[src/rtl/ahb2apb_bridge_mslv_pkg.sv]
// Shared encodings, FSM states and byte-strobe helper for the multi-slave AHB-Lite to APB4 bridge.
package ahb2apb_pkg;

  localparam logic [1:0] HTRANS_IDLE   = 2'b00;
  localparam logic [1:0] HTRANS_BUSY   = 2'b01;
  localparam logic [1:0] HTRANS_NONSEQ = 2'b10;
  localparam logic [1:0] HTRANS_SEQ    = 2'b11;

  localparam logic HRESP_OKAY  = 1'b0;
  localparam logic HRESP_ERROR = 1'b1;

  typedef enum logic [2:0] {
    ST_IDLE, ST_WDATA, ST_SETUP, ST_ACCESS, ST_DONE, ST_ERR1, ST_ERR2
  } state_e;

  // Lane mask for a 2^hsize-byte beat, placed at the size-aligned byte offset.
  function automatic logic [7:0] size_to_strb(input logic [2:0] hsize,
                                               input logic [2:0] addr_lsbs,
                                               input int         dw);
    logic [2:0] align;
    align = addr_lsbs & 3'((dw / 8) - 1) & ~(3'((1 << hsize) - 1));
    return 8'(((9'd1 << (4'd1 << hsize)) - 9'd1) << align);
  endfunction

endpackage

[src/rtl/ahb2apb_bridge_mslv_decode.sv]
// Address-phase decode: slave index, illegal slave/size detection and write strobes.
module ahb2apb_slv_decode import ahb2apb_pkg::*; #(
  parameter int DW   = 32,
  parameter int NSLV = 4,
  parameter int SW   = 2,
  parameter int BW   = 2,
  parameter int NB   = DW / 8
) (
  input  logic [SW-1:0] idx_field,
  input  logic [BW-1:0] addr_lsbs,
  input  logic [2:0]    hsize,
  output logic [SW-1:0] idx,
  output logic          dec_err,
  output logic [NB-1:0] strb
);

  assign idx     = idx_field;
  assign dec_err = (32'(idx_field) >= NSLV) || (hsize > 3'(BW));
  assign strb    = NB'(size_to_strb(hsize, 3'(addr_lsbs), DW));

endmodule

[src/rtl/ahb2apb_bridge_mslv.sv]
// AHB-Lite slave to NSLV-way APB4 bridge with wait states, slave/decode errors and access timeout.
module ahb2apb_bridge_mslv import ahb2apb_pkg::*; #(
  parameter int AW      = 32,
  parameter int DW      = 32,
  parameter int NSLV    = 4,
  parameter int SLV_LSB = 12,
  parameter int TIMEOUT = 0
) (
  input  logic               hclk,
  input  logic               hreset,
  input  logic               hsel,
  input  logic [AW-1:0]      haddr,
  input  logic [1:0]         htrans,
  input  logic               hwrite,
  input  logic [2:0]         hsize,
  input  logic [DW-1:0]      hwdata,
  input  logic               hready_in,
  output logic               hready_out,
  output logic               hresp,
  output logic [DW-1:0]      hrdata,
  output logic [AW-1:0]      paddr,
  output logic [NSLV-1:0]    psel,
  output logic               penable,
  output logic               pwrite,
  output logic [DW-1:0]      pwdata,
  output logic [DW/8-1:0]    pstrb,
  input  logic [NSLV*DW-1:0] prdata,
  input  logic [NSLV-1:0]    pready,
  input  logic [NSLV-1:0]    pslverr
);

  localparam int SW  = (NSLV > 1) ? $clog2(NSLV) : 1;
  localparam int BW  = $clog2(DW / 8);
  localparam int NB  = DW / 8;
  localparam int TCW = (TIMEOUT > 1) ? $clog2(TIMEOUT) : 1;

  state_e          state, nxt;
  logic            accept, dec_err, sel_rdy, sel_err, tmo, write_q;
  logic [SW-1:0]   dec_idx, idx_q;
  logic [NB-1:0]   dec_strb, strb_q;
  logic [AW-1:0]   addr_q;
  logic [DW-1:0]   pwdata_q, hrdata_q, rd_mux;
  logic [NSLV-1:0] sel_oh;
  logic [TCW-1:0]  tcnt;

  ahb2apb_slv_decode #(.DW(DW), .NSLV(NSLV), .SW(SW), .BW(BW), .NB(NB)) u_dec (
    .idx_field (haddr[SLV_LSB +: SW]),
    .addr_lsbs (haddr[BW-1:0]),
    .hsize     (hsize),
    .idx       (dec_idx),
    .dec_err   (dec_err),
    .strb      (dec_strb)
  );

  for (genvar i = 0; i < NSLV; i++) begin : g_sel
    assign sel_oh[i] = (idx_q == SW'(i));
  end

  always_comb begin
    rd_mux = '0;
    for (int i = 0; i < NSLV; i++)
      if (sel_oh[i]) rd_mux = rd_mux | prdata[i*DW +: DW];
  end

  assign sel_rdy = |(pready & sel_oh);
  assign sel_err = |(pslverr & sel_oh);
  assign tmo     = (TIMEOUT > 0) && (32'(tcnt) == TIMEOUT - 1);
  // A new address phase may only land while HREADYOUT is high.
  assign accept  = hsel && hready_in && (htrans == HTRANS_NONSEQ || htrans == HTRANS_SEQ) &&
                   (state == ST_IDLE || state == ST_DONE || state == ST_ERR2);

  always_ff @(posedge hclk or posedge hreset) begin
    if (hreset) state <= ST_IDLE;
    else        state <= nxt;
  end

  always_comb begin
    nxt = state;
    case (state)
      ST_IDLE, ST_DONE, ST_ERR2:
        nxt = !accept ? ST_IDLE : dec_err ? ST_ERR1 : hwrite ? ST_WDATA : ST_SETUP;
      ST_WDATA:  nxt = ST_SETUP;
      ST_SETUP:  nxt = ST_ACCESS;
      ST_ACCESS: begin
        if (sel_rdy)  nxt = sel_err ? ST_ERR1 : ST_DONE;
        else if (tmo) nxt = ST_ERR1;
      end
      ST_ERR1:   nxt = ST_ERR2;
      default:   nxt = ST_IDLE;
    endcase
  end

  always_ff @(posedge hclk or posedge hreset) begin
    if (hreset) begin
      addr_q   <= '0;
      write_q  <= 1'b0;
      idx_q    <= '0;
      strb_q   <= '0;
      pwdata_q <= '0;
      hrdata_q <= '0;
      tcnt     <= '0;
    end else begin
      if (accept) begin
        addr_q  <= haddr;
        write_q <= hwrite;
        idx_q   <= dec_idx;
        strb_q  <= dec_strb;
      end
      if (state == ST_WDATA) pwdata_q <= hwdata;
      if (state == ST_SETUP) tcnt <= '0;
      else if (state == ST_ACCESS && !sel_rdy && !tmo) tcnt <= tcnt + TCW'(1);
      // Errored or write completions leave the last read data in place.
      if (state == ST_ACCESS && sel_rdy && !sel_err && !write_q) hrdata_q <= rd_mux;
    end
  end

  assign hready_out = (state == ST_IDLE) || (state == ST_DONE) || (state == ST_ERR2);
  assign hresp      = (state == ST_ERR1 || state == ST_ERR2) ? HRESP_ERROR : HRESP_OKAY;
  assign hrdata     = hrdata_q;
  assign paddr      = addr_q;
  assign psel       = (state == ST_SETUP || state == ST_ACCESS) ? sel_oh : '0;
  assign penable    = (state == ST_ACCESS);
  assign pwrite     = write_q;
  assign pwdata     = pwdata_q;
  assign pstrb      = write_q ? strb_q : '0;

endmodule
[config.mk]
export PLATFORM = sky130hd
export DESIGN_NAME = ahb2apb_bridge_mslv
export DESIGN_NICKNAME = d
export VERILOG_FILES = /design/src/rtl/ahb2apb_bridge_mslv_pkg.sv /design/src/rtl/ahb2apb_bridge_mslv_decode.sv /design/src/rtl/ahb2apb_bridge_mslv.sv
export SDC_FILE = /design/constraint.sdc
export NUM_CORES = 1
export LEC_CHECK = 0
export CORE_AREA = 2 2 124 126
export CTS_BUF_LIST = sky130_fd_sc_hd__clkbuf_4 sky130_fd_sc_hd__clkbuf_8
export DETAILED_ROUTE_END_ITERATION = 8
export DIE_AREA = 0 0 126 128
export PLACE_DENSITY = 0.85
export SLEW_MARGIN = 20
export SYNTH_ARGS = -nofsm -noshare
export SYNTH_HDL_FRONTEND = slang
export SYNTH_SLANG_ARGS = --single-unit
[constraint.sdc]
create_clock -name hclk -period 5.3 [get_ports hclk]
set_clock_uncertainty 0.2 [all_clocks]
set_input_delay 1.06 -clock hclk [delete_from_list [all_inputs] [get_ports hclk]]
set_output_delay 1.06 -clock hclk [all_outputs]
set_load 0.01 [all_outputs]
==> results.yml, run 1 <==
synth:
  synth_top_area_share_pct: 52.1
  syn_nets: 518
  synthTopCellsByArea: "dfrtp_1, mux4_2, mux2_2"
  synth_area_per_cell_um2: 16.2
  syn-cell-area_um2: 5000
  synth_seq_cells: 104
  syn_inst: 308
  synth_compound_area_share_pct: 1.90
  synth_warnings: 0
  synth_common_cells: "dfrtp_1, mux2_2, mux4_2"
  synth_fa_ha_area_share_pct: 0
  ys_async_sr_fraction_pct: 100
  yosysMostFrequentCell: "dfrtp_1"
  synthMuxAreaShare_pct: 39.9
  synth_flop_cell: "dfrtp_1"
  synthXorXnorAreaFrac_pct: 0.175
  ys_types: 29
  netlist.top_cell.by_area: "dfrtp_1"
  synth_seq_area_share_pct: 52.1
  synth_edf_count: 0
  synthSimpleGateAreaFrac_pct: 3.05
  synth_top_family_by_area: "multiplexers"
routing:
  drt_iter0_markers: 102
  via_per_inst: 4.88
  wl_per_cell_um: 19.2
  wirelength_um: 15500
  dr_total_vias: 3961
  drtAntennaViolNets: 0
  first_pass_iters: 4
  drc_errors: 0
final_layout:
  diodes: 0
  finalInstanceArea_um2: 8510
  area.growth.synth_to_final_pct: 70.3
  n_fill_cell: 1187
  drive_above_1_share_pct: 24.2
  nets: 828
  post-route-util_pct: 57.3
clock_tree:
  clkLatencyLatePin_ps: 380
  hold_buffers: 0
  cts_max_path_buffers: 2
  cts.sinks: 104
  path_clk_slew_ps: 110
  postCtsResizedCells: 0
  cts_root_buffer: "clkbuf_8"
  htreeDepth: 3
  tritoncts: "built"
  postCtsSetupRepairBufs: 0
  cts_made_buffers: 9
sta:
  post-route-period-util_pct: 70.1
  slew_headroom_pct: 27.0
  post-route-min-period_ps: 3720
  max_freq_ghz: 0.269
  grt_setup_unrepaired: "false"
  worst_slew_pin_slew_ps: 1100
  hold_viol: 0
  drv_slew: 0
  setup_viol: 0
  fin_setup_tns_ps: 0
hold_path:
  hold_class: "reg2reg"
power_and_ir_drop:
  leakagePower_nw: 3.48
  peakVddDrop_uv: 279
  p_per_area_nw_per_um2: 506
  fin_total_pwr_mw: 4.30
place:
  io_buffers: 316
  routabilityCongestion: 0.800
  post_dp_cell_area_um2: 8330
  dp_hpwl_um: 12100
worst_setup_path:
  cp.required_ps: 5350
  path_cells: "clkdlybuf4s50_1 -> nand2b_1 -> mux4_2 -> or4_2 -> mux2_4"
  crit_arrival_ps: 3770
  worstSetupPathType: "in2reg"
  critPathMaxStageDelay_ps: 1140
  crit_fanout: 32
  startpoint_type: "input pin"
  endpoint_kind: "flop"
  cp_slowest_cell: "or4_2"
grt:
  globalRouteOverflowTotal: 0
  grt_pass1_wl_um: 23600
  grt_pass1_vias: 4392
  grt_usage_pct: 18.9
  grt_max_degree: 65
  antenna_found_initial: 0
run:
  drv_cap: 0
die:
  io_pins: 318
  core_area_um2: 14900
  rows: 45
  die_h_um: 128
  start_util_pct: 33.6
  die_area_um2: 16100
  die_w_um: 126
outcome:
  status: "finished, final reports clean"
-- final timing paths --
path,from,to,slack [ps],depth (start not counted)
worst min-delay path,paddr[30]$_DFFE_PP0N_,paddr[30]$_DFFE_PP0N_,300,1
min in group asynchronous,hreset,pwdata[21]$_DFFE_PP0P_,970,2
worst max-delay path,pready[1],hrdata[16]$_DFFE_PP0P_,1580,5
worst max register to register,paddr[13]$_DFFE_PP0N_,hrdata[16]$_DFFE_PP0P_,1890,3
max in group asynchronous,hreset,hrdata[19]$_DFFE_PP0P_,2830,3
worst min register to register,paddr[30]$_DFFE_PP0N_,paddr[30]$_DFFE_PP0N_,300,1
-- layout by cell type, fill, tap and decap left out, types with 2 or more instances in the layout --
cell / netlist / routed
a21oi_1: 4 / 4
and2_1: 6 / 6
buf_4: 0 / 3
clkbuf_8: 0 / 9
clkdlybuf4s50_1: 0 / 316
clkinv_2: 0 / 2
clkinv_4: 0 / 2
dfrtp_1: 104 / 102
dfrtp_2: 0 / 2
inv_1: 6 / 5
mux2_1: 8 / 8
mux2_2: 61 / 61
mux2_4: 30 / 30
mux4_2: 34 / 34
nand2_1: 6 / 6
nand2b_1: 5 / 5
nor2_1: 3 / 3
o21ai_0: 5 / 5
o311ai_0: 2 / 2
-- state kept, by name, indices dropped and copies added (netlist names) --
name / cells
strb_q: 4
pwrite: 1
state: 3
idx_q: 1
pwdata: 32
hrdata: 32
paddr: 31
-- metal layers --
layer	track usage [%]	up-vias	routed length, um
li1	-	1768	-
met1	22.3	1971	6190
met2	33.1	199	7820
met3	5.84	23	1270
met4	5.88	0	252
met5	0	-	0
-- layout make-up --
cell class                 instances  area [um^2]  share of cell area (%)
sequential                       104         2610                    30.6
multi-input combinational        177         2260                    26.6
inverter                           6         25.0                   0.294
clock inverter                     7         55.1                   0.647
clock buffer                       9          124                    1.46
timing repair buffer             320         3210                    37.7
tap                              188          235                    2.76
-- critical path: cells and delay by family --
kind / cells / cell delay [ps]
AND/OR/NAND/NOR: 2 / 1210
multiplexers: 2 / 940
buffers and inverters: 1 / 520
-- report_power, final --
group	leakage, nW	internal (mW)	total [mW]	switching, mW
clock	0.0915	0.176	0.476	0.300
sequential	1.25	1.19	1.51	0.322
combinational	2.13	1.52	2.31	0.792
-- through the flow --
stage	setup WS, ps	hold slack (ps)	cells
2_1_floorplan	1310	273	308
3_3_place_gp	1210	268	795
3_5_place_dp	1170	278	795
4_1_cts	1480	308	811
5_1_grt	1390	325	811
6_report	1580	304	811
-- logic make-up (layout without fill, tap and decap cells) --
| family | count (synthesis) | after routing |
|---|---|---|
| flip-flops | 104 | 104 |
| multiplexers | 133 | 133 |
| AO/OA/AOI/OAI | 15 | 15 |
| AND/OR/NAND/NOR | 28 | 28 |
| XOR/XNOR | 1 | 1 |
| buffers and inverters | 27 | 342 |
Power figures use the tool's default switching activity.
==> run 2: changes to the inputs <==
- CORE_AREA: 2 2 124 126 -> not set
- CORE_UTILIZATION: not set -> 34
- DIE_AREA: 0 0 126 128 -> not set
- PLACE_DENSITY: 0.85 -> 0.89
- clock period: 5.3 -> 3.2 ns (I/O delays scaled with it)
==> results.yml, run 2 (same netlist as run 1, synthesis figures left out) <==
sta:
  drv_slew: 0
  grt_setup_unrepaired: "false"
  hold_ws_ps: 298
  hold_viol: 0
  post-route-period-util_pct: 91.2
  setup_viol: 0
  post-route-min-period_ps: 2920
  worst_slew_pin_slew_ps: 608
  fin_setup_tns_ps: 0
  slew_headroom_pct: 59.5
  max_freq_ghz: 0.343
routing:
  wirelength_um: 14800
  wl_per_cell_um: 18.4
  first_pass_iters: 4
  dr_total_vias: 3885
  via_per_inst: 4.82
  drtAntennaViolNets: 0
  drt_iter0_markers: 115
  drc_errors: 0
final_layout:
  area.growth.synth_to_final_pct: 71.8
  fin_cells: 806
  post-route-util_pct: 60.9
  drive_above_1_share_pct: 24.4
  nets: 831
  layout_commonest_cell: "clkdlybuf4s50_1"
  diodes: 0
  n_fill_cell: 1105
  most-common-layout-cells: "clkdlybuf4s50_1, dfrtp_1, mux2_2"
grt:
  grt_max_degree: 105
  grt_usage_pct: 19.3
  globalRouteOverflowTotal: 0
  antenna_found_initial: 0
  grt_pass1_vias: 4071
  grt_pass1_wl_um: 21400
power_and_ir_drop:
  p_per_area_nw_per_um2: 843
  leakagePower_nw: 3.53
  peakVddDrop_uv: 503
  sequentialPowerShare_pct: 33.1
  p_sw_share_pct: 31.6
  internal_power_mw: 4.96
  fin_total_pwr_mw: 7.24
  pwr-share-clk_pct: 12.8
  p_sw_mw: 2.29
  combPwrFrac_pct: 54.1
worst_setup_path:
  startpoint_type: "flop"
  worstSetupPathType: "reg2out"
  timing.rr.end: "hrdata[15]$_DFFE_PP0P_"
  endpoint_kind: "primary output"
  reg2reg_depth: 4
  r2r_slack_ps: 680
  r2r_start: "idx_q[0]$_DFFE_PP0N_"
  crit_start: "paddr[13]$_DFFE_PP0N_"
  crit_fanout: 34
  crit_arrival_ps: 2080
  cp.required_ps: 2360
clock_tree:
  postCtsResizedCells: 0
  cts_root_buffer: "clkbuf_8"
  hold_buffers: 0
  htreeDepth: 3
  path_clk_slew_ps: 110
  cts_made_buffers: 9
  postCtsSetupRepairBufs: 0
  cts.sinks: 104
  clkLatencyLatePin_ps: 380
  cts_max_path_buffers: 2
  tritoncts: "built"
die:
  rows: 43
  core_area_um2: 14100
  die_h_um: 123
  io_pins: 318
  die_area_um2: 15200
  start_util_pct: 35.5
  die_w_um: 123
hold_path:
  min_to: "paddr[27]$_DFFE_PP0N_"
  hold_depth: 1
  hold_class: "reg2reg"
  min_from: "paddr[27]$_DFFE_PP0N_"
place:
  routabilityCongestion: 0.811
  dp_cells: 790
  dp_hpwl_um: 12000
  io_buffers: 316
outcome:
  status: "finished, final reports clean"
run:
  drv_cap: 0
-- run 2: cell types whose count changed in the layout (fill, tap and decap cells not counted), sizes merged --
cell and change:
buf +3, clkinv -3, bufinv +2, inv +1
-- run 2: worst max-delay path, stage by stage (launching register included) --
cell and delay, ps:
dfrtp_1 500, buf_4 450, nand2_1 90, nor2_1 100, clkdlybuf4s50_1 550
-- run 2: final cells by class --
class / instances / area (um^2) / share of cell area, %
clock buffer: 9 / 124 / 1.44
inverter: 6 / 26.3 / 0.306
multi-input combinational: 177 / 2260 / 26.3
timing repair buffer: 323 / 3240 / 37.7
tap: 180 / 225 / 2.62
sequential: 104 / 2600 / 30.3
clock inverter: 7 / 109 / 1.27
-- run 2: worst max-delay path by stage --
stage,cells after the start,end,slack [ps]
global placement,6,hrdata[28]$_DFFE_PP0P_,10
detailed placement,6,hrdata[15]$_DFFE_PP0P_,-20
finish,4,psel[2],280
floorplan,6,hrdata[0]$_DFFE_PP0P_,590
global route,4,psel[2],140
CTS,4,psel[2],220
-- run 2: power groups by stage --
stage               Sequential (mW)  Clock (mW)  Combinational [mW]
finish                         2.40       0.929                3.92
global placement               2.38           0                3.88
CTS                            2.41       0.972                3.98
global route                   2.49        1.03                4.15
detailed placement             2.42           0                3.97
floorplan                      2.61           0                1.77
-- run 2: layer usage --
layer | vias to the layer above | GRT usage [%] | wire length (um)
met5 | - | 0 | 0
met4 | 0 | 8.13 | 362
met3 | 29 | 5.67 | 1080
met2 | 184 | 34.1 | 8100
met1 | 1900 | 21.4 | 5300
li1 | 1772 | - | -
-- run 2: metrics by stage --
stage	instance area, um^2	setup WS (ps)
after floorplan	5000	594
final	8590	282
after CTS	8590	219
after detailed placement	8360	-17.8
after global placement	8360	12.9
after global routing	8590	138
